--- src/rtl/msrv32_pc_gen_pkg.sv ---
// Shared constants and types for the MSRV32 next-PC generator.
package msrv32_pkg;

    localparam int XLEN_DEFAULT = 32;

    localparam logic [1:0] PC_SRC_BOOT = 2'b00;
    localparam logic [1:0] PC_SRC_EPC  = 2'b01;
    localparam logic [1:0] PC_SRC_TRAP = 2'b10;
    localparam logic [1:0] PC_SRC_NEXT = 2'b11;

    typedef enum logic [1:0] {
        BOOT = 2'd0,
        RUN  = 2'd1,
        HOLD = 2'd2
    } pc_state_e;

endpackage

--- src/rtl/msrv32_pc_gen_if.sv ---
// Control/bus bundle between the fetch control logic and the PC generator.
interface msrv32_pc_gen_if
    import msrv32_pkg::*;
#(
    parameter int XLEN = XLEN_DEFAULT
);
    logic [1:0]      pc_src_in;
    logic [XLEN-1:0] epc_in;
    logic [XLEN-1:0] trap_address_in;
    logic            branch_taken_in;
    logic [XLEN-2:0] iaddr_in;
    logic            ahb_ready_in;
    logic [XLEN-1:0] iaddr_out;
    logic [XLEN-1:0] pc_out;
    logic [XLEN-1:0] pc_plus_4_out;
    logic [XLEN-1:0] pc_mux_out;
    logic            fetch_valid_out;
    logic            redirect_pending_out;
    logic            misaligned_instr_logic_out;

    modport master (
        output pc_src_in, epc_in, trap_address_in, branch_taken_in, iaddr_in, ahb_ready_in,
        input  iaddr_out, pc_out, pc_plus_4_out, pc_mux_out, fetch_valid_out,
               redirect_pending_out, misaligned_instr_logic_out
    );

    modport slave (
        input  pc_src_in, epc_in, trap_address_in, branch_taken_in, iaddr_in, ahb_ready_in,
        output iaddr_out, pc_out, pc_plus_4_out, pc_mux_out, fetch_valid_out,
               redirect_pending_out, misaligned_instr_logic_out
    );
endinterface

--- src/rtl/msrv32_pc_gen_next_sel.sv ---
// Combinational next-address mux and branch-target alignment check.
// MSRV32_PC_C_EXT_EN: halfword-aligned targets are legal (no misaligned detection).
module msrv32_pc_next_sel
    import msrv32_pkg::*;
#(
    parameter int              XLEN         = XLEN_DEFAULT,
    parameter logic [XLEN-1:0] BOOT_ADDRESS = '0
) (
    input  logic [1:0]      pc_src_i,
    input  logic [XLEN-1:0] epc_i,
    input  logic [XLEN-1:0] trap_address_i,
    input  logic            branch_taken_i,
    input  logic [XLEN-2:0] iaddr_i,
    input  logic [XLEN-1:0] seq_base_i,
    output logic [XLEN-1:0] next_pc_o,
    output logic [XLEN-1:0] pc_mux_o,
    output logic            redirect_o,
    output logic            misaligned_o
);
    logic [XLEN-1:0] target;
    logic            aligned;

    assign target = {iaddr_i, 1'b0};

`ifdef MSRV32_PC_C_EXT_EN
    assign aligned = 1'b1;
`else
    assign aligned = ~target[1];
`endif

    assign misaligned_o = branch_taken_i & ~aligned;
    assign next_pc_o    = (branch_taken_i & aligned) ? target : seq_base_i + XLEN'(4);
    assign redirect_o   = (pc_src_i != PC_SRC_NEXT) | (branch_taken_i & aligned);

    always_comb begin
        pc_mux_o = next_pc_o;
        case (pc_src_i)
            PC_SRC_BOOT: pc_mux_o = BOOT_ADDRESS;
            PC_SRC_EPC:  pc_mux_o = epc_i;
            PC_SRC_TRAP: pc_mux_o = trap_address_i;
            default:     pc_mux_o = next_pc_o;
        endcase
    end
endmodule

--- src/rtl/msrv32_pc_gen.sv ---
// Registered next-PC generator: boot delay, stall hold and latched redirects.
// Optional build macro: MSRV32_PC_C_EXT_EN (see msrv32_pc_next_sel).
module msrv32_pc_gen
    import msrv32_pkg::*;
#(
    parameter int              XLEN         = XLEN_DEFAULT,
    parameter logic [XLEN-1:0] BOOT_ADDRESS = '0,
    parameter int              BOOT_CYCLES  = 1
) (
    input logic              clk_in,
    input logic              rst_in,
    msrv32_pc_gen_if.slave   bus
);
    localparam int             CNT_W    = (BOOT_CYCLES > 1) ? $clog2(BOOT_CYCLES) : 1;
    localparam logic [CNT_W-1:0] CNT_LAST = CNT_W'(BOOT_CYCLES - 1);

    pc_state_e       state_q, state_d;
    logic [CNT_W-1:0] cnt_q, cnt_d;
    logic [XLEN-1:0] iaddr_q, iaddr_d;
    logic [XLEN-1:0] pc_q, pc_d;
    logic [XLEN-1:0] pending_q, pending_d;
    logic            valid_q, valid_d;
    logic            pend_q, pend_d;
    logic            mis_q, mis_d;

    logic [XLEN-1:0] next_pc;
    logic [XLEN-1:0] pc_mux;
    logic            redirect;
    logic            misaligned;

    // Sequential successor is taken from the address being accepted, so after
    // every accept iaddr_out = pc_out + 4.
    msrv32_pc_next_sel #(
        .XLEN         (XLEN),
        .BOOT_ADDRESS (BOOT_ADDRESS)
    ) u_next_sel (
        .pc_src_i       (bus.pc_src_in),
        .epc_i          (bus.epc_in),
        .trap_address_i (bus.trap_address_in),
        .branch_taken_i (bus.branch_taken_in),
        .iaddr_i        (bus.iaddr_in),
        .seq_base_i     (iaddr_q),
        .next_pc_o      (next_pc),
        .pc_mux_o       (pc_mux),
        .redirect_o     (redirect),
        .misaligned_o   (misaligned)
    );

    always_comb begin
        state_d   = state_q;
        cnt_d     = cnt_q;
        iaddr_d   = iaddr_q;
        pc_d      = pc_q;
        pending_d = pending_q;
        valid_d   = valid_q;
        pend_d    = pend_q;
        mis_d     = misaligned;
        case (state_q)
            BOOT: begin
                cnt_d   = cnt_q + 1'b1;
                valid_d = 1'b0;
                if (cnt_q == CNT_LAST) begin
                    state_d = RUN;
                    valid_d = 1'b1;
                    iaddr_d = BOOT_ADDRESS;
                end
            end
            RUN: begin
                if (bus.ahb_ready_in) begin
                    pc_d    = iaddr_q;
                    iaddr_d = pc_mux;
                end else if (redirect) begin
                    pending_d = pc_mux;
                    pend_d    = 1'b1;
                    state_d   = HOLD;
                end
            end
            HOLD: begin
                if (bus.ahb_ready_in) begin
                    pc_d      = iaddr_q;
                    iaddr_d   = redirect ? pc_mux : pending_q;
                    pending_d = BOOT_ADDRESS;
                    pend_d    = 1'b0;
                    state_d   = RUN;
                end else if (redirect) begin
                    pending_d = pc_mux;
                end
            end
            default: state_d = BOOT;
        endcase
    end

    always_ff @(posedge clk_in) begin
        if (rst_in) begin
            state_q   <= BOOT;
            cnt_q     <= '0;
            iaddr_q   <= BOOT_ADDRESS;
            pc_q      <= BOOT_ADDRESS;
            pending_q <= BOOT_ADDRESS;
            valid_q   <= 1'b0;
            pend_q    <= 1'b0;
            mis_q     <= 1'b0;
        end else begin
            state_q   <= state_d;
            cnt_q     <= cnt_d;
            iaddr_q   <= iaddr_d;
            pc_q      <= pc_d;
            pending_q <= pending_d;
            valid_q   <= valid_d;
            pend_q    <= pend_d;
            mis_q     <= mis_d;
        end
    end

    assign bus.iaddr_out                  = iaddr_q;
    assign bus.pc_out                     = pc_q;
    assign bus.pc_plus_4_out              = pc_q + XLEN'(4);
    assign bus.pc_mux_out                 = pc_mux;
    assign bus.fetch_valid_out            = valid_q;
    assign bus.redirect_pending_out       = pend_q;
    assign bus.misaligned_instr_logic_out = mis_q;
endmodule

--- src/flat_wrapper.sv ---
// flat-port wrapper written by rule: the top's interface ports become plain ports
module msrv32_pc_gen_flat import msrv32_pkg::*;
#(
    parameter int              XLEN         = XLEN_DEFAULT,
    parameter logic [XLEN-1:0] BOOT_ADDRESS = '0,
    parameter int              BOOT_CYCLES  = 1
)
  (clk_in, rst_in, bus_pc_src_in, bus_epc_in, bus_trap_address_in, bus_branch_taken_in, bus_iaddr_in, bus_ahb_ready_in, bus_iaddr_out, bus_pc_out, bus_pc_plus_4_out, bus_pc_mux_out, bus_fetch_valid_out, bus_redirect_pending_out, bus_misaligned_instr_logic_out);
  msrv32_pc_gen_if #(.XLEN(XLEN)) bus_i ();
  input logic clk_in;
  input logic rst_in;
  input wire logic [$bits(bus_i.pc_src_in)-1:0] bus_pc_src_in;
  input wire logic [$bits(bus_i.epc_in)-1:0] bus_epc_in;
  input wire logic [$bits(bus_i.trap_address_in)-1:0] bus_trap_address_in;
  input wire logic [$bits(bus_i.branch_taken_in)-1:0] bus_branch_taken_in;
  input wire logic [$bits(bus_i.iaddr_in)-1:0] bus_iaddr_in;
  input wire logic [$bits(bus_i.ahb_ready_in)-1:0] bus_ahb_ready_in;
  output wire logic [$bits(bus_i.iaddr_out)-1:0] bus_iaddr_out;
  output wire logic [$bits(bus_i.pc_out)-1:0] bus_pc_out;
  output wire logic [$bits(bus_i.pc_plus_4_out)-1:0] bus_pc_plus_4_out;
  output wire logic [$bits(bus_i.pc_mux_out)-1:0] bus_pc_mux_out;
  output wire logic [$bits(bus_i.fetch_valid_out)-1:0] bus_fetch_valid_out;
  output wire logic [$bits(bus_i.redirect_pending_out)-1:0] bus_redirect_pending_out;
  output wire logic [$bits(bus_i.misaligned_instr_logic_out)-1:0] bus_misaligned_instr_logic_out;
  assign bus_i.pc_src_in = bus_pc_src_in;
  assign bus_i.epc_in = bus_epc_in;
  assign bus_i.trap_address_in = bus_trap_address_in;
  assign bus_i.branch_taken_in = bus_branch_taken_in;
  assign bus_i.iaddr_in = bus_iaddr_in;
  assign bus_i.ahb_ready_in = bus_ahb_ready_in;
  assign bus_iaddr_out = bus_i.iaddr_out;
  assign bus_pc_out = bus_i.pc_out;
  assign bus_pc_plus_4_out = bus_i.pc_plus_4_out;
  assign bus_pc_mux_out = bus_i.pc_mux_out;
  assign bus_fetch_valid_out = bus_i.fetch_valid_out;
  assign bus_redirect_pending_out = bus_i.redirect_pending_out;
  assign bus_misaligned_instr_logic_out = bus_i.misaligned_instr_logic_out;
  msrv32_pc_gen #(.XLEN(XLEN), .BOOT_ADDRESS(BOOT_ADDRESS), .BOOT_CYCLES(BOOT_CYCLES)) u_core (.clk_in(clk_in), .rst_in(rst_in), .bus(bus_i));
endmodule
--- config.mk ---
export PLATFORM = sky130hd
export DESIGN_NAME = msrv32_pc_gen_flat
export DESIGN_NICKNAME = d
export VERILOG_FILES = /design/src/rtl/msrv32_pc_gen_pkg.sv /design/src/rtl/msrv32_pc_gen_if.sv /design/src/rtl/msrv32_pc_gen_next_sel.sv /design/src/rtl/msrv32_pc_gen.sv /design/src/flat_wrapper.sv
export SDC_FILE = /design/constraint.sdc
export NUM_CORES = 1
export LEC_CHECK = 0
export ABC_AREA = 1
export CORE_ASPECT_RATIO = 1.5
export CORE_MARGIN = 4
export CORE_UTILIZATION = 40
export CTS_CLUSTER_DIAMETER = 30
export CTS_CLUSTER_SIZE = 25
export DETAILED_ROUTE_END_ITERATION = 8
export PLACE_DENSITY = 0.7
export REMOVE_ABC_BUFFERS = 1
export SYNTH_ARGS = -nofsm -noshare
export SYNTH_HDL_FRONTEND = slang
export SYNTH_HIERARCHICAL = 1
export SYNTH_SLANG_ARGS = --single-unit
--- constraint.sdc ---
create_clock -name clk_in -period 2.4 [get_ports clk_in]
set_clock_uncertainty 0.1 [all_clocks]
set_input_delay 0.24 -clock clk_in [delete_from_list [all_inputs] [get_ports clk_in]]
set_output_delay 0.24 -clock clk_in [all_outputs]
set_load 0.03 [all_outputs]
==> impl_metrics.json <==
{
  "status": "complete, no violations",
  "io_pins": 232,
  "r2r_cells": 16,
  "floorplan.initialDensity_pct": 40.95,
  "vias": 9218,
  "r2r_start": "u_core/bus.iaddr_out[3]",
  "setup.worst_path.class": "reg -> out",
  "fin_crit_ns": 2.387,
  "intPower_w": 0.004426,
  "rows": 60,
  "clk_pin_slew_ns": 0.07,
  "cts.path.max_buffers": 2,
  "fin_setup_tns_ns": 0,
  "layout-drive-gt1-share_pct": 18.23,
  "syn_to_final_growth_pct": 50.25,
  "setup_viol": 0,
  "drt_pass1_iterations": 5,
  "max_cap_violations": 0,
  "r2r_end": "u_core/bus.iaddr_out[20]",
  "crit_fanout": 4,
  "drt_iter0_drc": 636,
  "worstSkewPairLatency_ns": 0.36,
  "fillers": 1725,
  "layout.nets": 1655,
  "p_leak_nw": 4.618,
  "endpoint_kind": "output port",
  "first_global_vias": 8475,
  "pwr-share-seq_pct": 28.6,
  "rsz0062_at_grt": "yes",
  "ir_drop_mv": 0.6971,
  "hold_violations": 0,
  "p_total_w": 0.008368,
  "drcViolationCount": 0,
  "core_um2": 18090,
  "holdPathStages": 5,
  "p_sw_share_pct": 47.11,
  "hold_class": "in -> reg",
  "die_h_um": 174.7,
  "htree_levels": 3,
  "cts_buffers": 9,
  "cp.required_ns": 2.06,
  "viasPerCell": 5.121,
  "power_switching_w": 0.003942,
  "final_max_slew_viol_count": 0,
  "grt_antenna_before_repair": 0,
  "powerDensity_nw_per_um2": 751.6,
  "die_w_um": 119.1,
  "rrSetupSlack_ns": 0.27,
  "max_slew_margin_pct": 48.90,
  "yosysWarnings": 6,
  "combPwrFrac_pct": 53.9,
  "hp-start": "bus_branch_taken_in",
  "cts_tree": "yes",
  "finalWirelength_um": 27830,
  "worstMarginPinSlew_ns": 0.7665,
  "final_antenna_net_count": 0,
  "place_congestion": 1.025,
  "synthCells": 1274,
  "cp_data_arrival_time_ns": 2.05,
  "dp_hpwl_um": 20840,
  "min_to": "u_core/bus.misaligned_instr_logic_out",
  "wire_per_inst_um": 15.46,
  "synth.avg_cell_area_um2": 5.816,
  "cts.sinks": 101,
  "p_clk_share_pct": 17.5,
  "grt_max_degree": 67,
  "port_buffers": 231,
  "antennaDiodeCount": 0,
  "period_share_pct": 99.46,
  "root_buffer": "clkbuf_16",
  "utilization_pct": 61.54,
  "max_freq_mhz": 418.9,
  "synth_area_um2": 7410,
  "grt_pass1_wl_um": 42680,
  "grt.total_usage_pct": 25.16,
  "startpoint_type": "flip-flop",
  "fp.dieArea_um2": 20810,
  "overflow": 0
}
critical path, stage by stage (launching register included):
cell     delay [ns]
dfxtp_2        0.37
ha_4           0.17
inv_2          0.05
nor2_4         0.20
nand2_2        0.10
o21ai_1        0.12
nand2_1        0.10
nand2_2        0.09
nand2_1        0.05
nand2_1        0.07
nand2_2        0.07
buf_4          0.13
buf_4          0.15
registers in the layout (all words and copies together) (netlist names):
signal,flops
u_core/bus.iaddr_out,32
u_core/bus.misaligned_instr_logic_out,1
u_core/bus.pc_out,32
u_core/bus.redirect_pending_out,1
u_core/cnt_q,1
u_core/pending_q,32
u_core/state_q,2
area by class of cell:
type                            instances  area, um2  area share (%)
Sequential cell                       101       2083           18.71
Timing Repair Buffer                  322       3124           28.06
Clock buffer                           10      239.0           2.147
Inverter                              130      490.5           4.405
Tap cell                              248      310.3           2.787
Multi-Input combinational cell        983       4833           43.41
Clock inverter                          6      52.55          0.4720
metal layers:
metal	global-route usage, %	vias up	share of wire, %
met1	28.04	4201	37
met2	47.39	403	52
met4	10.25	0	4.0
li1	-	4536	-
met5	0	-	0
met3	3.335	78	6.9
what timing repair did:
action | CTS | global route
hold buffers | 0 | 0
gates cloned | 0 | 1
endpoints found under the setup margin | 47 | 44
setup buffers | 3 | 10
pin swaps | 6 | 26
gates resized for setup | 71 | 106
cells in the final DEF (no fill, tap or decap), types with 4 or more instances in the layout:
cell type,n
nand2_1,455
clkdlybuf4s50_1,172
inv_1,125
nor2_1,119
nand3_1,105
buf_4,98
dfxtp_1,76
a21oi_1,75
o21ai_0,42
nand2_2,28
nor2_2,24
a22o_1,20
buf_12,19
nand3b_1,16
nor2_4,15
xor2_1,13
dfxtp_2,13
nand3_2,12
dfxtp_4,12
or2_0,11
clkbuf_16,10
clkbuf_2,10
dlygate4sd2_1,8
xnor2_1,8
buf_6,6
ha_1,6
or2_2,5
inv_2,4
nand2_4,4
how the worst max path moves through the flow:
stage | endpoint | cells past startpoint | start | slack [ns]
after floorplan | u_core/state_q[0] | 10 | bus_branch_taken_in | -0.68
after global placement | u_core/bus.iaddr_out[7] | 15 | bus_branch_taken_in | 0.07
after detailed placement | u_core/bus.iaddr_out[3] | 15 | bus_branch_taken_in | 0.04
after CTS | bus_pc_mux_out[16] | 12 | u_core/bus.iaddr_out[2] | 0.002
after global routing | bus_pc_mux_out[16] | 12 | u_core/bus.iaddr_out[3] | -0.08
final | bus_pc_mux_out[16] | 12 | u_core/bus.iaddr_out[3] | 0.01
power groups by stage:
stage               combinational (W)  sequential [W]  clock [W]
detailed placement            0.00454         0.00242          0
finish                        0.00451         0.00239    0.00146
global route                  0.00486         0.00245    0.00154
CTS                           0.00447         0.00239    0.00147
floorplan                     0.00206         0.00282          0
global placement              0.00450         0.00241          0
through the flow:
stage | cells | hold slack [ns] | cell area (um2) | setup WS (ns)
6_report | 1800 | 0.1107 | 11130 | 0.01294
5_1_grt | 1800 | 0.1671 | 11130 | -0.07919
4_1_cts | 1789 | 0.3101 | 10810 | 0.001591
3_5_place_dp | 1770 | 0.3437 | 10420 | 0.03588
3_3_place_gp | 1770 | 0.3505 | 10420 | 0.06817
2_1_floorplan | 1214 | 0.2091 | 7077 | -0.6827
(Power assumes the default switching activity.)
